## src/rtl/uart_pkg.sv

```systemverilog
// Shared UART definitions: frame state encoding, default frame geometry and
// counter width helpers used by both the transmitter and the receiver.
package uart_pkg;

  typedef enum logic [1:0] {
    IDLE  = 2'd0,
    START = 2'd1,
    DATA  = 2'd2,
    STOP  = 2'd3
  } uart_state_e;

  localparam int NB_DATA_DEF = 8;
  localparam int N_TICKS_DEF = 16;
  localparam int SB_TICK_DEF = 16;

  // The tick counter must cover whichever of the bit and stop periods is longer.
  function automatic int tick_cnt_w(input int n_ticks, input int sb_tick);
    return $clog2((n_ticks > sb_tick) ? n_ticks : sb_tick);
  endfunction

  function automatic int bit_cnt_w(input int nb_data);
    return (nb_data > 1) ? $clog2(nb_data) : 1;
  endfunction

  localparam int TICK_CNT_W = tick_cnt_w(N_TICKS_DEF, SB_TICK_DEF);
  localparam int BIT_CNT_W  = bit_cnt_w(NB_DATA_DEF);

endpackage

```

## src/rtl/transmitter.sv

```systemverilog
// UART transmitter: start bit, NB_DATA bits LSB-first, stop period, paced by a
// shared 16x oversampling tick, with a one-byte holding register for back-to-back frames.
module transmitter
  import uart_pkg::*;
#(
  parameter int NB_DATA = NB_DATA_DEF,
  parameter int N_TICKS = N_TICKS_DEF,
  parameter int SB_TICK = SB_TICK_DEF
) (
  input  logic               i_clock,
  input  logic               i_reset,
  input  logic               i_tick,
  input  logic               i_tx_start,
  input  logic [NB_DATA-1:0] i_tx_data,
  output logic               o_tx,
  output logic               o_tx_done,
  output logic               o_tx_busy,
  output logic               o_tx_ready
);

  localparam int TICK_W = tick_cnt_w(N_TICKS, SB_TICK);
  localparam int BIT_W  = bit_cnt_w(NB_DATA);

  uart_state_e        state_q, state_d;
  logic [TICK_W-1:0]  tick_cnt_q, tick_cnt_d;
  logic [BIT_W-1:0]   bit_cnt_q, bit_cnt_d;
  logic [NB_DATA-1:0] shifter_q, shifter_d;
  logic [NB_DATA-1:0] hold_q, hold_d;
  logic               hold_valid_q, hold_valid_d;
  logic               tx_q, tx_d;
  logic               done_q, done_d;
  logic               bit_last, stop_last;

  assign bit_last  = i_tick && (tick_cnt_q == TICK_W'(N_TICKS - 1));
  assign stop_last = i_tick && (tick_cnt_q == TICK_W'(SB_TICK - 1));

  always_comb begin
    state_d      = state_q;
    tick_cnt_d   = tick_cnt_q;
    bit_cnt_d    = bit_cnt_q;
    shifter_d    = shifter_q;
    hold_d       = hold_q;
    hold_valid_d = hold_valid_q;
    done_d       = 1'b0;

    // A request arriving mid-frame is parked in the holding register.
    if (state_q != IDLE && !hold_valid_q && i_tx_start) begin
      hold_d       = i_tx_data;
      hold_valid_d = 1'b1;
    end

    case (state_q)
      IDLE: begin
        if (i_tx_start && !hold_valid_q) begin
          shifter_d  = i_tx_data;
          tick_cnt_d = '0;
          state_d    = START;
        end
      end
      START: begin
        if (bit_last) begin
          tick_cnt_d = '0;
          bit_cnt_d  = '0;
          state_d    = DATA;
        end else if (i_tick) begin
          tick_cnt_d = tick_cnt_q + TICK_W'(1);
        end
      end
      DATA: begin
        if (bit_last) begin
          tick_cnt_d = '0;
          shifter_d  = shifter_q >> 1;
          if (bit_cnt_q == BIT_W'(NB_DATA - 1)) begin
            state_d = STOP;
          end else begin
            bit_cnt_d = bit_cnt_q + BIT_W'(1);
          end
        end else if (i_tick) begin
          tick_cnt_d = tick_cnt_q + TICK_W'(1);
        end
      end
      STOP: begin
        if (stop_last) begin
          done_d     = 1'b1;
          tick_cnt_d = '0;
          if (hold_valid_q) begin
            shifter_d    = hold_q;
            hold_valid_d = 1'b0;
            state_d      = START;
          end else if (i_tx_start) begin
            // Same-cycle request goes straight to the shifter, not the hold.
            shifter_d    = i_tx_data;
            hold_valid_d = 1'b0;
            state_d      = START;
          end else begin
            state_d = IDLE;
          end
        end else if (i_tick) begin
          tick_cnt_d = tick_cnt_q + TICK_W'(1);
        end
      end
      default: state_d = IDLE;
    endcase

    case (state_d)
      START:   tx_d = 1'b0;
      DATA:    tx_d = shifter_d[0];
      default: tx_d = 1'b1;
    endcase
  end

  always_ff @(posedge i_clock or negedge i_reset) begin
    if (!i_reset) begin
      state_q      <= IDLE;
      tick_cnt_q   <= '0;
      bit_cnt_q    <= '0;
      shifter_q    <= '0;
      hold_q       <= '0;
      hold_valid_q <= 1'b0;
      tx_q         <= 1'b1;
      done_q       <= 1'b0;
    end else begin
      state_q      <= state_d;
      tick_cnt_q   <= tick_cnt_d;
      bit_cnt_q    <= bit_cnt_d;
      shifter_q    <= shifter_d;
      hold_q       <= hold_d;
      hold_valid_q <= hold_valid_d;
      tx_q         <= tx_d;
      done_q       <= done_d;
    end
  end

  assign o_tx       = tx_q;
  assign o_tx_done  = done_q;
  assign o_tx_busy  = (state_q != IDLE);
  assign o_tx_ready = !hold_valid_q;

endmodule

```

## config.mk

```make
export PLATFORM = sky130hd
export DESIGN_NAME = transmitter
export DESIGN_NICKNAME = d
export VERILOG_FILES = /design/src/rtl/uart_pkg.sv /design/src/rtl/transmitter.sv
export SDC_FILE = /design/constraint.sdc
export NUM_CORES = 1
export LEC_CHECK = 0
export ABC_AREA = 1
export CAP_MARGIN = 10
export CORE_MARGIN = 2
export CORE_UTILIZATION = 40
export CTS_CLUSTER_SIZE = 20
export DETAILED_ROUTE_END_ITERATION = 8
export PLACE_DENSITY_LB_ADDON = 0.08
export SYNTH_ARGS = -nofsm -noshare
export SYNTH_HDL_FRONTEND = slang
export SYNTH_SLANG_ARGS = --single-unit
```

## constraint.sdc

```tcl
create_clock -name i_clock -period 1.4 [get_ports i_clock]
set_clock_uncertainty 0.05 [all_clocks]
set_input_delay 0.21 -clock i_clock [delete_from_list [all_inputs] [get_ports i_clock]]
set_output_delay 0.21 -clock i_clock [all_outputs]
set_load 0.1 [all_outputs]
```

# Word level (Yosys, flattened, before mapping)
# Cells that the tools add are included.
# classes
addsub	2
reduce_logical	13
muxes	30
bitwise	0
magnitude_cmp	0
shift	0
div_mod_pow	0
n_eq_ne	14
multipliers	0
# ops
cell	count
two-way mux 8 bit	5
one-hot mux 8 bit (3 select lines)	1
two-way mux 4 bit	3
two-way mux 2 bit	5
!= test 2 bit, second input constant	5
two-way mux 1 bit	9
two-way mux 3 bit	3
one-hot mux 2 bit (4 select lines)	1
one-hot mux 4 bit (2 select lines)	1
equality test 2 bit, second input constant	3
one-hot mux 3 bit (2 select lines)	1
AND reduction 5 bit	1
adder 4 x 1 -> 4 bit, second input constant	1
equality test 2 x 1 -> 1 bit, second input constant	2
equality test 4 bit, second input constant	1
logical AND 1 bit	4
AND reduction 4 bit	1
nonzero test 2 bit	2
adder 3 x 1 -> 3 bit, second input constant	1
equality test 3 bit, second input constant	1
!= test 3 x 1 -> 1 bit, second input constant	1
!= test 3 bit, second input constant	1
nonzero test 3 bit	1
OR reduction 3 bit	1
4 further kinds	4
# word_totals
latch_bits	0
ramBits	0
regBits	28
out_inout_bits	4
wordCells	68
romBits	0
memories	0
in_bits	12

# Logic depth before layout (Yosys ltp)
# Gate-level depths: netlist (run 1).
# logic_depth
depth_word	8
mapped_depth	10
depth_no_buf	10

# Least setup slack after synthesis (run 1)
# OpenSTA, ideal clock, no wires.
# synth_path
path_type	flip-flop to flip-flop
startpoint	register hold_valid_q
endpoint	register shifter_q[3]
setup_ns	0.130
stages_incl_launch_ff	8
period_less_slack_ns	1.749
required_time_ns	1.220
arrival_ns	1.569
n_path_buf	1
slack_ns	-0.349
path_cell_list	dfrtp_1 -> buf_4 -> inv_2 -> nand2_2 -> nand2_2 -> o2111ai_4 -> nand2_1 -> nand3_1
# synth_between
elab_chain_len	4
word_cells_on_any_way	8
cone_classes	eq/ne: 2; mux: 3; reduce/logical: 3
# synth_rtl
item	line	source
start: declaration	transmitter.sv:29	logic hold_valid_q, hold_valid_d;
start signal: assignment	transmitter.sv:128	hold_valid_q <= hold_valid_d;
logical NOT 1 bit	n/a	
named net o_tx_ready	transmitter.sv:18	output logic o_tx_ready
logical AND 1 bit	transmitter.sv:54	if (i_tx_start && !hold_valid_q) begin
!= test 2 bit (no source line)	n/a	
AND reduction 5 bit (no source line)	n/a	
end signal: assignment	transmitter.sv:126	shifter_q <= shifter_d;
end: declaration	transmitter.sv:27	logic [NB_DATA-1:0] shifter_q, shifter_d;
# The timed path passes the listed nets, and every way through them passes these cells. The select of a mux whose other input is x is not followed.
# A chain may end at the register's enable or synchronous reset.

# Worst setup path in the final report (run 1)
# layout_path
startpoint	register tick_cnt_q[0]
endpoint	register tx_q (netlist: o_tx)
# layout_between
elab_chain_len	6
word_cells_on_any_way	12
cone_classes	eq/ne: 3; mux: 8; reduce/logical: 1
# layout_rtl
item	line	source
start: declaration	transmitter.sv:25	logic [TICK_W-1:0] tick_cnt_q, tick_cnt_d;
start signal: assignment	transmitter.sv:124	tick_cnt_q <= tick_cnt_d;
equality test 4 bit (*)	transmitter.sv:34, transmitter.sv:35	
logical AND 1 bit (*)	transmitter.sv:34, transmitter.sv:35	
two-way mux 2 bit (on tied branches)	transmitter.sv:83, transmitter.sv:61, transmitter.sv:70	
one-hot mux 2 bit (4 select lines)	transmitter.sv:52	case (state_q)
equality test 2 bit or equality test 2 x 1 -> 1 bit (tied branches)	transmitter.sv:105	case (state_d)
one-hot mux 1 bit (2 select lines) (*)	transmitter.sv:105	
named net tx_d	transmitter.sv:30	logic tx_q, tx_d;
end signal: assignment	transmitter.sv:129	tx_q <= tx_d;
end: declaration	transmitter.sv:30	
# The timed path passes the listed nets; every way through them passes the cells marked *. The select of a mux whose other input is x is not followed.

==> summary.txt, run 1 <==
Clock tree
  – Clock latency on the worst-skew pair: between 0.2 and 0.3 ns
  – CTS Root Cell: clkbuf_8
  – Clock slew at reported path FFs: around 0.090 ns
  – Clk sinks: 28
  – TritonCTS clock tree: done
  – Hold buffer count at cts: 0
  – Maximum level of the CTS H-tree: 1
  – Clock buffer depth: 2
  – Num CTS Buffers: 3

Logic synthesis
  – Synth Register Bits: 28
  – Post-synthesis sequential area ratio: 0.4474
  – Synthesized area: roughly 1600 sq um
  – Yosys Warn Count: 0
  – Syn nets: 209
  – Post-synth top cells: nand2_1, dfrtp_1, nand3_1, inv_1, o21ai_0
  – Largest area contributor in the netlist: dfrtp_1
  – Top-count cell post-synth: nand2_1
  – Synth cell types: 30
  – Avg Cell Area, Syn: a little over 8 sq um
  – Post-Synthesis Cells: roughly 190
  – Yosys top cell area share: 0.4306
  – Post-synth EDFFs: 0
  – Most used DFF post-synth: dfrtp_1
  – Largest cells by area after synthesis: dfrtp_1, nand2_1, nand3_1, o21ai_0, inv_1
  – Asr flop ratio synth: 1.000

Drt
  – Detailed Routing Iterations Pass 1: 4
  – Drt drc: 0
  – Post-route ant nets: 0
  – Routed Wire Length: ~3.8 mm
  – Vias per cell: between 5 and 6
  – DR iter-0 viols: 75
  – Vias: ~1500
  – Wire per inst: about 13 microns

GRT
  – Largest net degree at the start of global routing: 22
  – Wire length of the first global-routing pass: around 6.6 mm
  – Vias in the first global route: 1412
  – Initial antenna violation count: 0
  – GRT Total Usage: 0.1956
  – GRT overflow: 0

Layout
  – # diodes: 0
  – Final #Nets: 253
  – Proportion of layout cells with a drive suffix above 1: 0.2869
  – Area grow syn2layout: 36.60%

STA
  – RSZ-0062 raised after global routing: yes
  – Final hold slack: 0.1846 ns
  – Final worst setup slack: -0.06888 ns
  – Max-slew violation count: 0
  – Relative slew margins: 0.8162
  – Worst-Margin Slew: ~0.28 ns
  – Final TNS setup: -0.3874 ns
  – Fin crit period: approximately 1.5 ns
  – Final Hold Vio Count: 0
  – Final setup viols: 15
  – F_max: 680.8 MHz
  – Final period utilization: 1.049

Power
  – PD cells: between 1500 and 2000 nW/um^2
  – LEAKAGE: around 1.0 nW
  – Pwr Total: 3.575 mW
  – VDD IR-drop max: between 0.0009 and 0.001 V

Setup path
  – Origin of the critical flop-to-flop path: tick_cnt_q[0]$_DFFE_PN0P_
  – Worst Path Required: around 1.6 ns
  – Crit path DAT: between 1.5 and 2 ns
  – CP Launch Point: tick_cnt_q[0]$_DFFE_PN0P_
  – Crit Path Class: register to register
  – Setup crit end kind: register
  – Startpoint Class: register
  – Worst-path fanout max: 6

Floorplan
  – Row count: 22
  – Core area: 3716 sq um
  – Full die area: approximately 4400 sq um
  – Die X: ~67 microns
  – Die Ht: ~67 microns
  – Num ports: 16
  – Initial Util: 0.4222

Job
  – Maxcap violations: 0

Placement
  – Count of input and output buffers: 15
  – DP Worst Slack: -0.2934 ns
  – Hpwl dp: about 2.8 mm
  – Final Wtd Congestion: 0.8947

Outcome
  – Failing checks: negative setup slack
  – Run status: complete, but fails checks

Min path
  – Type of the worst min-delay path: input pin to asynchronous set/reset pin
==> routing by layer <==
layer | part of all wire | wire [microns] | up-vias | global-route usage
li1 | - | - | 728 | -
met1 | 0.46 | 1748 | 702 | 0.2606
met2 | 0.47 | 1768 | 38 | 0.3200
met4 | 0.017 | 63 | 0 | 0.07398
met3 | 0.051 | 194 | 8 | 0.02872
met5 | 0 | 0 | - | 0
==> layout by cell type (no fill, tap or decap), types with 8 or more instances in the layout <==
master and n:
clkdlybuf4s50_1 11, dfrtp_1 24, buf_4 25, o21ai_0 14, nand3_1 23, inv_1 17, nor2_1 8, nand2_1 50
==> kinds of logic (layout without fill, tap and decap cells) <==
group | after synthesis | count (layout) | share of synthesized area
flip-flops | 28 | 28 | 0.4474
AO/OA/AOI/OAI | 35 | 35 | 0.1427
XOR/XNOR | 1 | 1 | 0.005583
AND/OR/NAND/NOR | 98 | 98 | 0.2927
multiplexers | 1 | 1 | 0.007177
adder cells (fa/ha/maj) | 3 | 3 | 0.02393
buffers and inverters | 28 | 71 | 0.08054
==> final timing paths <==
check	endpoint	slack, ns	cells after the start
max	o_tx$_DFF_PN1_	-0.07	9
min	state_q[0]$_DFF_PN0_	0.18	2
max reg2reg	o_tx$_DFF_PN1_	-0.07	9
min reg2reg	shifter_q[2]$_DFFE_PN0P_	0.44	2
max in group asynchronous	hold_valid_q$_DFF_PN0_	0.81	2
min in group i_clock	shifter_q[2]$_DFFE_PN0P_	0.44	2
==> metrics by stage <==
| step | std cells | cell area (sq um) | utilization |
|---|---|---|---|
| 4_1_cts | 283 | 2118 | 0.5700 |
| 6_report | 285 | 2143 | 0.5768 |
| 3_5_place_dp | 275 | 1981 | 0.5330 |
| 5_1_grt | 285 | 2143 | 0.5768 |
| 3_3_place_gp | 275 | 1981 | 0.5330 |
| 2_1_floorplan | 194 | 1593 | - |
==> flip-flops by register name (all words and copies together), names as in the netlist <==
register      cells
bit_cnt_q         3
hold_q            8
o_tx_done         1
hold_valid_q      1
shifter_q         8
o_tx              1
state_q           2
tick_cnt_q        4
==> power by group <==
part / switching [mW] / leakage [nW] / internal, mW / total [mW]
Clock: 0.267 / 0.0357 / 0.384 / 0.650
Sequential: 0.149 / 0.371 / 0.979 / 1.13
Combinational: 1.07 / 0.635 / 0.730 / 1.80
Total: 1.48 / 1.04 / 2.09 / 3.58
==> what timing repair did <==
action / in CTS / in global routing
endpoints found under the hold margin: 0 / 0
resized for setup: 9 / 6
setup buffers: 4 / 2
setup endpoints to repair: 13 / 20
pin swaps: 6 / 3
==> area by class of cell <==
| type | instances | area [sq um] |
|---|---|---|
| Clock inverter | 1 | 30.03 |
| Clock buffer | 3 | 41.29 |
| Sequential cell | 28 | 705.7 |
| Timing Repair Buffer | 42 | 400.4 |
| Inverter | 25 | 118.9 |
| Fill cell | 351 | 1573 |
| Multi-Input combinational cell | 138 | 787.0 |
| Tap cell | 48 | 60.06 |
==> worst max-delay path, cell delays in order (launching register included) <==
cell     delay (ns)
dfrtp_1        0.39
ha_2           0.21
nand3_2        0.10
nor2_4         0.17
nand2_1        0.09
nand2_1        0.11
nand2_2        0.08
nor2_1         0.09
nand3_1        0.08
nand2_1        0.06
(Power assumes the default switching activity.)
==> inputs of run 2 (changes only) <==
--- a/config.mk
+++ b/config.mk
@@ -6,5 +6,4 @@
 export NUM_CORES = 1
 export LEC_CHECK = 0
-export ABC_AREA = 1
 export CAP_MARGIN = 10
 export CORE_MARGIN = 2
@@ -12,4 +11,5 @@
 export CTS_CLUSTER_SIZE = 20
 export DETAILED_ROUTE_END_ITERATION = 8
+export MAX_ROUTING_LAYER = met4
 export PLACE_DENSITY_LB_ADDON = 0.08
 export SYNTH_ARGS = -nofsm -noshare
--- a/constraint.sdc
+++ b/constraint.sdc
@@ -3,3 +3,3 @@
 set_input_delay 0.21 -clock i_clock [delete_from_list [all_inputs] [get_ports i_clock]]
 set_output_delay 0.21 -clock i_clock [all_outputs]
-set_load 0.1 [all_outputs]
+set_load 0.02 [all_outputs]
==> run 2 against run 1 <==
Net effect:
- the flow still finishes with violations (negative setup slack)
- final area decreased by 2.8%
- synthesized area shrank 7.7%
- count of clock-buffer cells in the layout did not move
- fmax is 9.2% lower
- flip-flop and latch count is the same
- sequential share of layout area up 0.95 points
- die area is 7.3% lower
- final cell count down 17%
- synthesized cell count shrank 28%
- wire length down 2.7%
- worst setup slack got worse by 0.15 ns
==> summary.txt, run 2 <==
Outcome
  – Run status: complete, but fails checks
  – Failing checks: negative setup slack

Layout
  – Commonest non-fill, non-tap cell in the layout: buf_4
  – Final Non-Filler Cells: 236 (-17%)
  – # diodes: 0 (unchanged)
  – Fillers: 294 (-16%)
  – Commonest non-fill, non-tap cells in the layout: buf_4, dfrtp_1, clkdlybuf4s50_1
  – Final Cell Area: 2083 sq um (-2.8%)
  – Largest registers: hold_q (8), shifter_q (8), tick_cnt_q (4)
  – Proportion of layout cells with a drive suffix above 1: 0.4053 (+0.1183)
  – Final #Nets: 206 (-19%)
  – Area grow syn2layout: 43.91%

Drt
  – Detailed Routing Iterations Pass 1: 4 (unchanged)
  – Vias: 1269 (-14%)
  – Routed Wire Length: 3.671 mm (-2.7%)
  – Vias per cell: 5.377 (+3.8%)
  – Met1 WL: 1.658 mm (-5.1%)
  – Top sig layer: met4
  – DR iter-0 viols: 52 (-31%)
  – Wire length on met2: 1.776 mm (+0.45%)
  – Post-route ant nets: 0 (unchanged)
  – Wire per inst: 15.56 microns (+17%)
  – Drt drc: 0 (unchanged)
  – Routed wl met3: 221 microns (+14%)

STA
  – Final period utilization: 1.156 (+0.1064)
  – RSZ-0062 raised after global routing: yes
  – F_max: 618.1 MHz (-9.2%)
  – Relative slew margins: 0.7603 (-0.05596)
  – Max-slew violation count: 0 (unchanged)
  – Worst-Margin Slew: 0.3594 ns (+0.08374 ns)
  – Final Hold Vio Count: 0 (unchanged)
  – Final worst setup slack: -0.2178 ns (-0.1489 ns)
  – Final setup viols: 14 (-1)
  – Final TNS setup: -1.993 ns (-1.606 ns)
  – Fin crit period: 1.618 ns (+0.1489 ns)

Setup path
  – Crit path DAT: 1.81 ns (+0.16 ns)
  – Max incr delay on CP: 0.44 ns (+0.05 ns)
  – Crit-path slowest cell: dfrtp_1
  – Worst Path Required: 1.59 ns (about the same)
  – CP bufs+invs: 0 (unchanged)
  – Cell family with the largest share of critical-path delay: compound AO/OA/AOI/OAI gates
  – Setup crit end kind: register
  – Startpoint Class: register
  – Worst-path fanout max: 6 (unchanged)
  – Crit Path Class: register to register
  – Worst-path cell chain: ha_4 > and4_4 > and3_4 > o21a_4 > a221o_1

Power
  – PD cells: 1616 nW/um^2 (-3.1%)
  – LEAKAGE: 0.9002 nW (-14%)
  – VDD IR-drop max: 0.0009183 V (-7.0%)
  – Pwr Total: 3.367 mW (-5.8%)

Floorplan
  – Initial Util: 0.4238 (+0.001587)
  – Row count: 21 (-4.5%)
  – Die X: 64.16 microns (-3.7%)
  – Num ports: 16 (unchanged)
  – Full die area: 4117 sq um (-7.3%)
  – Core area: 3416 sq um (-8.1%)
  – Die Ht: 64.16 microns (-3.7%)

GRT
  – Wire length of the first global-routing pass: 5.954 mm (-9.3%)
  – GRT Total Usage: 0.1926 (-0.003018)
  – Initial antenna violation count: 0 (unchanged)
  – GRT overflow: 0 (unchanged)
  – Vias in the first global route: 1275 (-9.7%)
  – Largest net degree at the start of global routing: 19 (-14%)

Clock tree
  – TritonCTS clock tree: done
  – Clock latency on the worst-skew pair: 0.34 ns (+0.06 ns)
  – Clock slew at reported path FFs: 0.16 ns (+0.07 ns)
  – Maximum level of the CTS H-tree: 1 (unchanged)
  – Hold buffer count at cts: 0 (unchanged)
  – CTS Root Cell: clkbuf_4
  – Num CTS Buffers: 3 (unchanged)
  – Clk sinks: 28 (unchanged)
  – Clock buffer depth: 2 (unchanged)

Logic synthesis
  – Top-count cell post-synth: dfrtp_1
  – Avg Cell Area, Syn: 10.34 sq um (+28%)
  – Synthesized area: 1448 sq um (-7.7%)
  – Synth cell types: 41 (+37%)
  – Largest area contributor in the netlist: dfrtp_1
  – Syn nets: 155 (-26%)
  – Most used DFF post-synth: dfrtp_1
  – Post-synth top cells: dfrtp_1, o21ai_0, nor2_1, a21oi_1, nand2_1
  – Yosys Warn Count: 0 (unchanged)
  – Largest cells by area after synthesis: dfrtp_1, mux2_2, o21ai_0, a221o_1, a21oi_1
  – Post-Synthesis Cells: 140 (-28%)
  – Synth Register Bits: 28 (unchanged)
  – Asr flop ratio synth: 1.000 (unchanged)
  – Post-synth EDFFs: 0 (unchanged)
  – Post-synthesis sequential area ratio: 0.4849 (+0.03751)
  – Yosys top cell area share: 0.4667 (+0.03610)

Job
  – Maxcap violations: 0 (unchanged)

Placement
  – Hpwl dp: 2.641 mm (-6.1%)
  – Count of input and output buffers: 15 (unchanged)
  – Final Wtd Congestion: 0.9042 (+1.1%)
  – Placed cell area: 1863 sq um (-5.9%)
  – Placed Cells incl. Taps: 225 (-18%)

Min path
  – Type of the worst min-delay path: input pin to asynchronous set/reset pin
==> run 2: cell types whose count changed in the layout (fill, tap and decap cells not counted), sizes merged, moves of 3 or more <==
cell,previous run,this run
mux2,1,8
nand2,59,9
nor2,11,14
a221o,0,6
inv,24,3
nor2b,0,7
a31oi,4,1
a21oi,3,11
mux2i,0,3
nand3,25,2
o21ai,21,13
buf,31,41
==> run 2: power breakdown <==
group          switching, mW  internal, mW  total [mW]
clock                  0.249         0.290       0.539
combinational          0.600         0.839        1.44
sequential             0.251          1.14        1.39
==> run 2: cell families (layout without fill, tap and decap cells) <==
family / count (synthesis) / in the layout / synth area share
adders and majority gates: 3 / 3 / 0.02593
AOI/OAI and AO/OA: 43 / 43 / 0.2049
muxes: 11 / 11 / 0.08298
xor gates and xnor gates: 1 / 1 / 0.006051
buffers and inverters: 10 / 60 / 0.03370
and+or+nand+nor: 44 / 44 / 0.1616
DFF: 28 / 28 / 0.4849
==> run 2: path summary, 6_finish.rpt <==
check,startpoint,endpoint,slack [ns],depth (start not counted)
max,tick_cnt_q[1]$_DFFE_PN0P_,shifter_q[1]$_DFFE_PN0P_,-0.22,5
min,i_reset,tick_cnt_q[0]$_DFFE_PN0P_,0.12,2
max reg2reg,tick_cnt_q[1]$_DFFE_PN0P_,shifter_q[1]$_DFFE_PN0P_,-0.22,5
min reg2reg,hold_q[4]$_DFFE_PN0P_,hold_q[4]$_DFFE_PN0P_,0.48,1
max in group asynchronous,i_reset,state_q[0]$_DFF_PN0_,0.91,2
min in group i_clock,i_tx_data[5],shifter_q[5]$_DFFE_PN0P_,0.46,2
==> run 2: stage by stage <==
stage / hold WS (ns) / util / setup slack (ns)
after floorplan: -0.1356 / - / -0.2804
after global placement: 0.4386 / 0.5454 / -0.3733
after detailed placement: 0.4458 / 0.5454 / -0.4421
after CTS: 0.1157 / 0.5703 / -0.2373
after global routing: 0.08916 / 0.6099 / -0.2791
final: 0.1189 / 0.6099 / -0.2178
==> run 2: per-layer routing <==
metal	up-vias	GRT usage
met2	32	0.3125
met4	0	0.02394
met3	4	0.04754
met5	-	-
li1	614	-
met1	619	0.2531
==> run 2: area by class of cell <==
type                       count  area [sq um]  share of cell area
multi-input combinational    102         812.0              0.3898
sequential                    28         705.7              0.3387
timing repair buffer          53         444.2              0.2132
tap                           46         57.56             0.02763
clock inverter                 1         30.03             0.01441
clock buffer                   3         22.52             0.01081
inverter                       3         11.26            0.005405
==> run 2: repair_timing <==
| action | CTS | global route |
|---|---|---|
| endpoints found under the setup margin | 26 | 26 |
| hold endpoints to repair | 0 | 0 |
| setup buffers | 2 | 5 |
| resized for setup | 25 | 31 |
| cloned | 0 | 0 |
| pin swaps | 4 | 6 |
